==> src/rtl/if_id_queue_pkg.sv <==
// Shared definitions for the IF/ID buffer.
//   RstEnable   - asserted level of the synchronous reset
//   ZeroWord    - bubble value shown on the decode side when empty
//   InstAddrBus / InstBus widths - defaults for ADDR_W / INST_W
package if_id_queue_pkg;

    localparam logic        RstEnable      = 1'b1;
    localparam int          INST_ADDR_BUS_W = 32;
    localparam int          INST_BUS_W      = 32;
    localparam logic [31:0] ZeroWord       = 32'h0000_0000;

endpackage

==> src/rtl/if_id_fifo_mem.sv <==
// DEPTH x {pc, inst} register array: one synchronous write port and one
// asynchronous read port. Contents are never cleared; the owner masks the
// read data when nothing valid is stored.
//   clk              clock
//   we/waddr         write enable and index
//   wpc/winst        write data
//   raddr            read index
//   rpc/rinst        read data (combinational)
module if_id_fifo_mem #(
    parameter int ADDR_W = 32,
    parameter int INST_W = 32,
    parameter int DEPTH  = 2,
    parameter int PTR_W  = 1
) (
    input  logic              clk,
    input  logic              we,
    input  logic [PTR_W-1:0]  waddr,
    input  logic [ADDR_W-1:0] wpc,
    input  logic [INST_W-1:0] winst,
    input  logic [PTR_W-1:0]  raddr,
    output logic [ADDR_W-1:0] rpc,
    output logic [INST_W-1:0] rinst
);

    logic [ADDR_W+INST_W-1:0] mem [DEPTH];

    always_ff @(posedge clk) begin
        if (we)
            mem[waddr] <= {wpc, winst};
    end

    assign {rpc, rinst} = mem[raddr];

endmodule

==> src/rtl/if_id_queue.sv <==
// IF/ID pipeline buffer: DEPTH-entry FIFO between fetch and decode with
// valid/ready on both sides. Absorbs decode stalls and drops everything
// buffered (and anything arriving) on flush.
//   clk, rst                     clock, synchronous active-high reset
//   flush                        discard buffered and incoming entries
//   if_valid/if_ready/if_pc/if_inst   fetch side
//   id_valid/id_ready/id_pc/id_inst   decode side (zero when empty)
//   count                        current occupancy
module if_id_queue
    import if_id_queue_pkg::*;
#(
    parameter int ADDR_W = INST_ADDR_BUS_W,
    parameter int INST_W = INST_BUS_W,
    parameter int DEPTH  = 2,
    localparam int PTR_W = $clog2(DEPTH),
    localparam int CNT_W = $clog2(DEPTH+1)
) (
    input  logic              clk,
    input  logic              rst,
    input  logic              flush,
    input  logic              if_valid,
    output logic              if_ready,
    input  logic [ADDR_W-1:0] if_pc,
    input  logic [INST_W-1:0] if_inst,
    output logic              id_valid,
    input  logic              id_ready,
    output logic [ADDR_W-1:0] id_pc,
    output logic [INST_W-1:0] id_inst,
    output logic [CNT_W-1:0]  count
);

    logic [PTR_W-1:0]  wr_ptr, rd_ptr;
    logic              push, pop;
    logic [ADDR_W-1:0] rd_pc;
    logic [INST_W-1:0] rd_inst;

    // Both handshakes come from registered state only, so there is no
    // combinational path from id_ready to if_ready.
    assign if_ready = (count != CNT_W'(DEPTH));
    assign id_valid = (count != '0);

    assign push = if_valid & if_ready & ~flush;
    assign pop  = id_valid & id_ready & ~flush;

    if_id_fifo_mem #(
        .ADDR_W (ADDR_W),
        .INST_W (INST_W),
        .DEPTH  (DEPTH),
        .PTR_W  (PTR_W)
    ) u_mem (
        .clk   (clk),
        .we    (push),
        .waddr (wr_ptr),
        .wpc   (if_pc),
        .winst (if_inst),
        .raddr (rd_ptr),
        .rpc   (rd_pc),
        .rinst (rd_inst)
    );

    // Stale storage is hidden behind a zero bubble when empty.
    assign id_pc   = id_valid ? rd_pc   : '0;
    assign id_inst = id_valid ? rd_inst : '0;

    always_ff @(posedge clk) begin
        if (rst == RstEnable || flush) begin
            wr_ptr <= '0;
            rd_ptr <= '0;
            count  <= '0;
        end else begin
            if (push)
                wr_ptr <= wr_ptr + PTR_W'(1);
            if (pop)
                rd_ptr <= rd_ptr + PTR_W'(1);
            case ({push, pop})
                2'b10:   count <= count + CNT_W'(1);
                2'b01:   count <= count - CNT_W'(1);
                default: count <= count;
            endcase
        end
    end

endmodule

==> config.mk <==
export PLATFORM = sky130hd
export DESIGN_NAME = if_id_queue
export DESIGN_NICKNAME = d
export VERILOG_FILES = /design/src/rtl/if_id_queue_pkg.sv /design/src/rtl/if_id_fifo_mem.sv /design/src/rtl/if_id_queue.sv
export SDC_FILE = /design/constraint.sdc
export NUM_CORES = 1
export LEC_CHECK = 0
export BUFFER_PORTS_ARGS = -buffer_cell sky130_fd_sc_hd__buf_2
export CAP_MARGIN = 15
export CORE_ASPECT_RATIO = 1.2
export CORE_MARGIN = 2
export CORE_UTILIZATION = 55
export CTS_BUF_LIST = sky130_fd_sc_hd__clkbuf_8
export CTS_CLUSTER_SIZE = 28
export DETAILED_ROUTE_END_ITERATION = 8
export HOLD_SLACK_MARGIN = 0.12
export PLACE_DENSITY = 0.92
export SYNTH_ARGS = -nofsm -noshare
export SYNTH_HDL_FRONTEND = slang
export SYNTH_HIERARCHICAL = 1
export SYNTH_SLANG_ARGS = --single-unit
==> constraint.sdc <==
create_clock -name clk -period 8.05 [get_ports clk]
set_input_delay 0.805 -clock clk [delete_from_list [all_inputs] [get_ports clk]]
set_output_delay 0.805 -clock clk [all_outputs]
set_load 0.01 [all_outputs]
======== After elaboration in Yosys (flattened, before gate mapping) ========
Memory sizes are Yosys's and may differ from the RTL's. A register that Yosys moved wholly into a read port is not among the register bits.
Index checks and enable logic that the tools add are counted.
word-level totals
  register bits after elaboration ......... 4
  latch bits .............................. 0
  memory bits (writable) .................. 128
  ROM bits ................................ 0
  input port bits ......................... 69
  output and inout port bits .............. 68
  logic and storage cells ................. 26
  memories ................................ 1
operators by class
  add/sub/neg operators ................... 4
  multiply operators ...................... 0
  div/mod/pow operators ................... 0
  magnitude comparators ................... 0
  eq/ne operators ......................... 3
  shift-type cells ........................ 0
  mux-type cells .......................... 7
  bitwise operators ....................... 5
  reductions and logical operators ........ 3
memory list
  name       words  bits a word  read ports  clocked after memory_dff  write ports  line                  RTL
  u_mem.mem  2      64           1           1                         1            if_id_fifo_mem.sv:25  logic [ADDR_W+INST_W-1:0] mem [DEPTH];
operator list
  operator                                              number
  2-to-1 mux 32 bit                                     2
  AND 1 bit                                             4
  2-to-1 mux 1 bit                                      4
  one-hot mux 2 bit (2 select lines)                    1
  nonzero test 2 bit                                    2
  adder 1 bit (second input constant)                   2
  adder 2 x 1 -> 2 bit (second input constant)          1
  equality test 2 x 1 -> 1 bit (second input constant)  1
  equality test 2 bit (second input constant)           1
  inequality test 2 bit (second input constant)         1
  subtractor 2 x 1 -> 2 bit (second input constant)     1
  logical OR 1 bit                                      1
  NOT 1 bit                                             1

======== Depth between registers and ports, before layout ========
Gate-level depths: netlist (run 1).
  word-level depth ........................ 5
  gate-level depth with buffers ........... 6

======== Hierarchy ========
The synthesis (run 1) kept the hierarchy.
modules (own cells, without submodules)
  module          instances  cells an instance  area each (µm²)  seq. area each (µm²)
  if_id_fifo_mem  1          201                4933.5           3843.7
  if_id_queue     1          96                 638.1            80.1

======== Least setup slack after synthesis (run 1) ========
No wires, ideal clock.
  kind .................................... input -> register
  from .................................... input port if_valid
  to ...................................... memory u_mem/mem[0][0] (netlist bit) (enable)
  library setup time ...................... 0.494 ns
  data arrival time ....................... 4.129 ns
  required time ........................... 7.556 ns
  path slack .............................. 3.427 ns
  cell stages on the path ................. 4
  path buffers ............................ 0
  cell sequence ........................... inv_1 or3_1 inv_1 nor2b_1
on the way
  longest elaborated chain between the ends .. 4
ends and longest elaborated chain
  item                                    line                  RTL
  start: declaration                      if_id_queue.sv:21     input logic if_valid,
  AND 1 bit (2 in a row)                  if_id_queue.sv:42     assign push = if_valid & if_ready & ~flush;
  named net push                          if_id_queue.sv:33     logic push, pop;
  2-to-1 mux 1 bit                        if_id_fifo_mem.sv:28  if (we)
  2-to-1 mux 1 bit (implied by the code)  if_id_fifo_mem.sv:29  mem[waddr] <= {wpc, winst};
  end: declaration                        if_id_fifo_mem.sv:25
The timed path passes the listed nets, and every way through them passes these cells.

==> impl_metrics.py, run 1 <==
metrics = {
    "placed_design": {
        "dp_hpwl_um": 5902,
        "gp_congestion": 0.7137,
        "portBuffers": 136,
        "placed_cells": 546,
    },
    "worst_hold_path": {
        "holdPathStages": 1,
        "hp-class": "input pin to flop",
        "hold_start": "if_inst[19]",
        "hold_path_end": "u_mem/mem[1][19]",
    },
    "yosys": {
        "synth.avg_cell_area_um2": 18.76,
        "yosysMostFrequentCell": "edfxtp_1",
        "synthTopCellsByArea": "edfxtp_1 69%, mux2_4 16%, and2_1 7.3%",
        "yosysSeqAreaShare": 0.7042,
        "async_flop_share": 0,
        "syn_inst": 297,
        "synth_largest_area_cell": "edfxtp_1",
        "synth_top_area_share": 0.6899,
        "synth_flop_cell": "edfxtp_1",
        "synthesis.nets": 367,
        "ys_ff_latch": 132,
        "synth-edff-count": 128,
        "yosys-top-cells-count": "128 x edfxtp_1, 65 x and2_1, 60 x mux2_4, 6 x buf_12, 6 x clkbuf_2",
        "yosys_warnings": 6,
        "synth_cell_types": 20,
        "syn_area_um2": 5572,
    },
    "timing": {
        "drv_slew": 0,
        "tns_ns": 0,
        "hold_viol_final": 0,
        "worst_slew_pin_slew_ns": 0.9533,
        "grt_setup_unrepaired": "false",
        "clock_skew_ns": 0.005618,
        "max_freq_mhz": 336.7,
        "min_period_over_period": 0.3689,
        "finalSetupViolations": 0,
        "max_slew_margin": 0.3645,
        "min_period_ns": 2.970,
    },
    "grt": {
        "grt_usage": 0.1782,
        "antenna_found_initial": 2,
        "grt_pass1_vias": 2982,
        "grt_max_degree": 66,
        "grt_first_pass_wirelength_um": 14200,
        "grt-ovfl-total": 0,
    },
    "worst_setup_path": {
        "timing.rr.end": "u_mem/mem[0][60]",
        "crit_path_start_kind": "flop",
        "rr_startpoint": "count[0]",
        "worstPathRequired_ns": 7.24,
        "crit_chain": "buf_12, mux2_2, and2_1, buf_2",
        "ff2ff_path_depth": 5,
        "cp-end-kind": "output port",
        "worst-setup-path-type": "flop to output port",
        "reg2reg_slack_ns": 5.53,
        "critPathArrivalTime_ns": 2.16,
        "crit_fanout": 34,
        "cp_slowest_cell": "dfxtp_4",
        "cpPeakStageDelay_ns": 0.74,
    },
    "floorplanning": {
        "ios": 137,
        "die_h_um": 114.3,
        "die_area_um2": 10950,
        "fp-row-count": 40,
        "die_width_um": 95.88,
        "design.core.area_um2": 9960,
        "initial_core_util": 0.5594,
    },
    "routing": {
        "via_per_inst": 4.979,
        "drt_drc_violations_left": 0,
        "drtAntennaViolNets": 0,
        "wl_per_cell_um": 16.21,
        "drt-total-wl_um": 9416,
        "num_vias": 2893,
        "initialDrtViolationCount": 136,
        "dr.pass1.iters": 4,
    },
    "cts": {
        "postCtsSetupBuffers": 0,
        "htree_levels": 4,
        "path_clk_slew_ns": 0.08,
        "cts_made_buffers": 17,
        "cts.sinks": 132,
        "cts_tree": "done",
        "hold_buffers": 0,
        "root_buffer": "clkbuf_8",
        "ctsResizeCount": 0,
        "cts_max_path_buffers": 2,
        "clock_latency_ns": 0.42,
    },
    "run": {
        "cap_viol_max_count": 0,
    },
    "layout": {
        "fin_nets": 510,
        "drive_above_1_share": 0.5232,
        "layout.cells.non_filler": 581,
        "areaGrowthSynthToFinish_pct": 21.31,
        "fin_util": 0.6786,
    },
    "status": {
        "outcome": "finished, final reports clean",
    },
    "power_and_ir_drop": {
        "vdd_drop_max_mv": 0.1533,
        "leakage_nw": 2.763,
        "power_density_nw_per_um2": 221.5,
    },
}
-- layout by cell type, fill, tap and decap left out --
| cell | count |
|---|---|
| diode_2 | 2 |
| or2_2 | 2 |
| nor2b_4 | 1 |
| nor2_1 | 3 |
| inv_1 | 4 |
| inv_6 | 1 |
| buf_4 | 1 |
| or3_1 | 3 |
| clkbuf_8 | 19 |
| buf_12 | 1 |
| mux2_4 | 60 |
| dfxtp_1 | 3 |
| buf_2 | 136 |
| clkinv_4 | 2 |
| o21ai_0 | 3 |
| edfxtp_1 | 128 |
| clkinvlp_4 | 3 |
| and2_1 | 64 |
| xnor2_1 | 1 |
| and2_4 | 1 |
| a21oi_1 | 2 |
| bufinv_16 | 5 |
| ha_1 | 1 |
| dfxtp_4 | 1 |
| xor2_1 | 2 |
| clkinv_1 | 1 |
| mux2_2 | 4 |
| nor2b_1 | 1 |
-- critical path: cells and delay by family (launching register included) --
family	cells	cell delay (ns)
buf+inv	2	0.47
flops	1	0.74
mux	1	0.38
simple gates	1	0.14
-- cells by family after synthesis --
family                     after synthesis  share of synthesized area
DFF                                    132                     0.7042
and+or+nand+nor                         75                    0.08287
muxes                                   64                     0.1698
buffers and inverters                   17                    0.03166
AOI/OAI and AO/OA                        5                   0.004491
xor gates and xnor gates                 3                   0.004717
adders and majority gates                1                   0.002245
-- per-stage QoR --
step           hold WS (ns)  worst slack, ns  total power [mW]  instance area, um2
3_3_place_gp         0.5025            5.217            0.8771                6266
3_5_place_dp         0.5359            5.124            0.8827                6266
2_1_floorplan        0.4644            3.427            0.8459                5572
5_1_grt              0.5260            4.949             1.550                6754
4_1_cts              0.5291            4.879             1.514                6734
6_report             0.5641            5.080             1.497                6759
-- metal layers --
| metal | global-route usage | vias to the layer above | routed length, um |
|---|---|---|---|
| met2 | 0.2998 | 111 | 4948 |
| met1 | 0.1924 | 1385 | 3584 |
| met4 | 0.07810 | 0 | 136 |
| met5 | 0 | - | 0 |
| li1 | - | 1383 | - |
| met3 | 0.07900 | 14 | 746 |
-- sequential cells by signal, summed over array words and instances (netlist names) --
register and count:
u_mem/mem 128, wr_ptr 1, count 2, rd_ptr 1
-- worst max-delay path by stage --
stage / startpoint / to / depth (start not counted)
2_1_floorplan: if_valid / u_mem/mem[0][0] / 4
3_3_place_gp: flush / u_mem/mem[0][21] / 5
3_5_place_dp: flush / u_mem/mem[0][21] / 5
4_1_cts: rd_ptr / id_pc[31] / 3
5_1_grt: rd_ptr / id_pc[31] / 4
6_report: rd_ptr / id_pc[31] / 4
-- cell type report --
class	count	area, um2
Fill cell	644	3201
Inverter	3	11.26
Tap cell	126	157.7
Multi-Input combinational cell	148	1481
Clock inverter	13	206.4
Antenna cell	2	5.005
Clock buffer	19	261.5
Timing Repair Buffer	138	708.2
Sequential cell	132	3928
-- where the power goes --
part	switching, mW	leakage [nW]	internal (mW)
logic	0.0397	1.33	0.0449
clock network	0.246	0.227	0.385
registers	0.00675	1.21	0.775
total	0.292	2.76	1.21
No activity file was read; power rests on OpenSTA's default activity.
==> inputs of run 2 (changes only) <==
- clock period: 8.05 -> 3.1 ns (I/O delays scaled with it)
==> run 2 against run 1 <==
Against the previous run:
- combinational power increased to 3.5 times the previous value
- critical path depth fell by 1
- power grew to 2.6 times the previous value
- register-to-register slack worse by 4.3 ns
- non-clock buffer count grew 66
- critical endpoint is now id_inst[11]
- largest cell class unchanged
==> impl_metrics.py, run 2 (synthesis results as in run 1) <==
metrics = {
    "status": {
        "outcome": "finished, final reports clean",
    },
    "cts": {
        "cts_tree": "done",
        "cts_max_path_buffers": 2,
        "path_clk_slew_ns": 0.07,
        "root_buffer": "clkbuf_8",
        "ctsResizeCount": 0,
        "cts.sinks": 132,
        "cts_made_buffers": 17,
        "clock_latency_ns": 0.43,
        "htree_levels": 4,
    },
    "layout": {
        "largest_reg_flops": 128,
        "layout_common_cells": "136 x buf_2, 128 x edfxtp_1, 64 x and2_1, 64 x dlygate4sd3_1, 60 x mux2_4",
        "fillers": 558,
        "fin_nets": 576,
        "top_register": "u_mem/mem",
        "areaGrowthSynthToFinish_pct": 32.61,
        "reg.largest.list": "u_mem/mem (128), count (2)",
        "layout_commonest_cell": "buf_2",
        "diodes": 0,
        "layout.cells.non_filler": 645,
        "final-seq-area_um2": 3928,
        "drive_above_1_share": 0.4566,
        "multi_input_area_um2": 1480,
    },
    "power_and_ir_drop": {
        "power_density_nw_per_um2": 519.5,
        "leakage_nw": 3.025,
        "power.total_mw": 3.838,
        "vdd_drop_max_mv": 0.4569,
    },
    "placed_design": {
        "portBuffers": 136,
        "placed_cells": 549,
        "gp_congestion": 0.7502,
        "dp_hpwl_um": 6263,
    },
    "grt": {
        "grt_pass1_vias": 3427,
        "grt_usage": 0.2101,
        "grt-ovfl-total": 0,
        "grt_max_degree": 66,
        "grt_first_pass_wirelength_um": 16480,
        "antenna_found_initial": 0,
    },
    "routing": {
        "dr.pass1.iters": 4,
        "num_vias": 3207,
        "drt_drc_violations_left": 0,
        "wl_per_cell_um": 16.98,
        "initialDrtViolationCount": 172,
        "drtAntennaViolNets": 0,
        "via_per_inst": 4.972,
        "drt-total-wl_um": 10950,
    },
    "floorplanning": {
        "die_area_um2": 10950,
        "fp-row-count": 40,
        "ios": 137,
        "design.core.area_um2": 9960,
        "die_h_um": 114.3,
        "die_width_um": 95.88,
        "initial_core_util": 0.5594,
    },
    "worst_setup_path": {
        "crit_chain": "or2_2, and2_1, buf_2",
        "cp-end-kind": "output port",
        "cp_slowest_cell": "or2_2",
        "crit_fanout": 65,
        "worstPathRequired_ns": 2.79,
        "critPathArrivalTime_ns": 2.06,
        "worst-setup-path-type": "flop to output port",
        "cpPeakStageDelay_ns": 0.77,
        "crit_path_start_kind": "flop",
    },
    "timing": {
        "max_slew_margin": 0.3836,
        "drv_slew": 0,
        "min_period_ns": 2.374,
        "clock_skew_ns": 0.01056,
        "hold_viol_final": 0,
        "max_freq_mhz": 421.1,
        "worst_slew_pin_slew_ns": 0.9246,
        "grt_setup_unrepaired": "false",
        "min_period_over_period": 0.7660,
        "tns_ns": 0,
        "hold-worst-slack_ns": 0.1788,
        "finalSetupViolations": 0,
    },
    "worst_hold_path": {
        "hp-class": "input pin to flop",
    },
    "run": {
        "cap_viol_max_count": 0,
    },
}
-- run 2: changes by cell type in the layout (fill, tap and decap cells not counted), sizes merged --
cell         before  now
dlygate4sd3       0   64
clkinv            3    6
buf             138  140
clkbuf           19   17
diode             2    0
bufinv            5    4
-- run 2: area by class of cell --
class | count | share of cell area
timing repair buffer | 204 | 0.1880
clock inverter | 15 | 0.02557
inverter | 3 | 0.001524
multi-input combinational | 148 | 0.2003
sequential | 132 | 0.5316
clock buffer | 17 | 0.03167
tap | 126 | 0.02134
-- run 2: path summary, 6_finish.rpt --
| check | start | end | slack (ns) | cells after the start |
|---|---|---|---|---|
| max | count[0] | id_inst[11] | 0.73 | 3 |
| min | rst | wr_ptr | 0.18 | 3 |
| max reg2reg | count[0] | u_mem/mem[0][22] | 1.21 | 5 |
| min reg2reg | wr_ptr | wr_ptr | 0.55 | 2 |
-- run 2: where the power goes --
group | internal [mW] | switching [mW] | leakage, nW
Clock | 0.867 | 0.647 | 0.206
Sequential | 2.01 | 0.0177 | 1.21
Combinational | 0.172 | 0.120 | 1.61
Total | 3.05 | 0.785 | 3.02
-- run 2: per-layer routing --
layer  global-route usage  vias to the layer above  wire (um)
met1               0.2179                     1569       3954
met2               0.3795                      100       6207
li1                     -                     1512          -
met3              0.06122                       26        507
met5                    0                        -          0
met4               0.1038                        0        279
-- run 2: what timing repair did --
action,CTS,global route
hold buffers,64,0
endpoints found under the hold margin,128,0
setup buffers,0,0
-- run 2: critical path, delay by kind of cell (launching register included) --
family	cells	cell delay, ns
buffers and inverters	1	0.15
DFF	1	0.44
and+or+nand+nor	2	1.04
-- run 2: stage by stage --
| stage | util | instance area [um2] | setup slack (ns) |
|---|---|---|---|
| 6_report | 0.7418 | 7388 | 0.7255 |
| 5_1_grt | 0.7418 | 7388 | 0.5318 |
| 4_1_cts | 0.7418 | 7388 | 0.6741 |
| 3_5_place_dp | 0.6351 | 6325 | 1.157 |
| 3_3_place_gp | 0.6351 | 6325 | 1.250 |
| 2_1_floorplan | - | 5574 | 0.03784 |
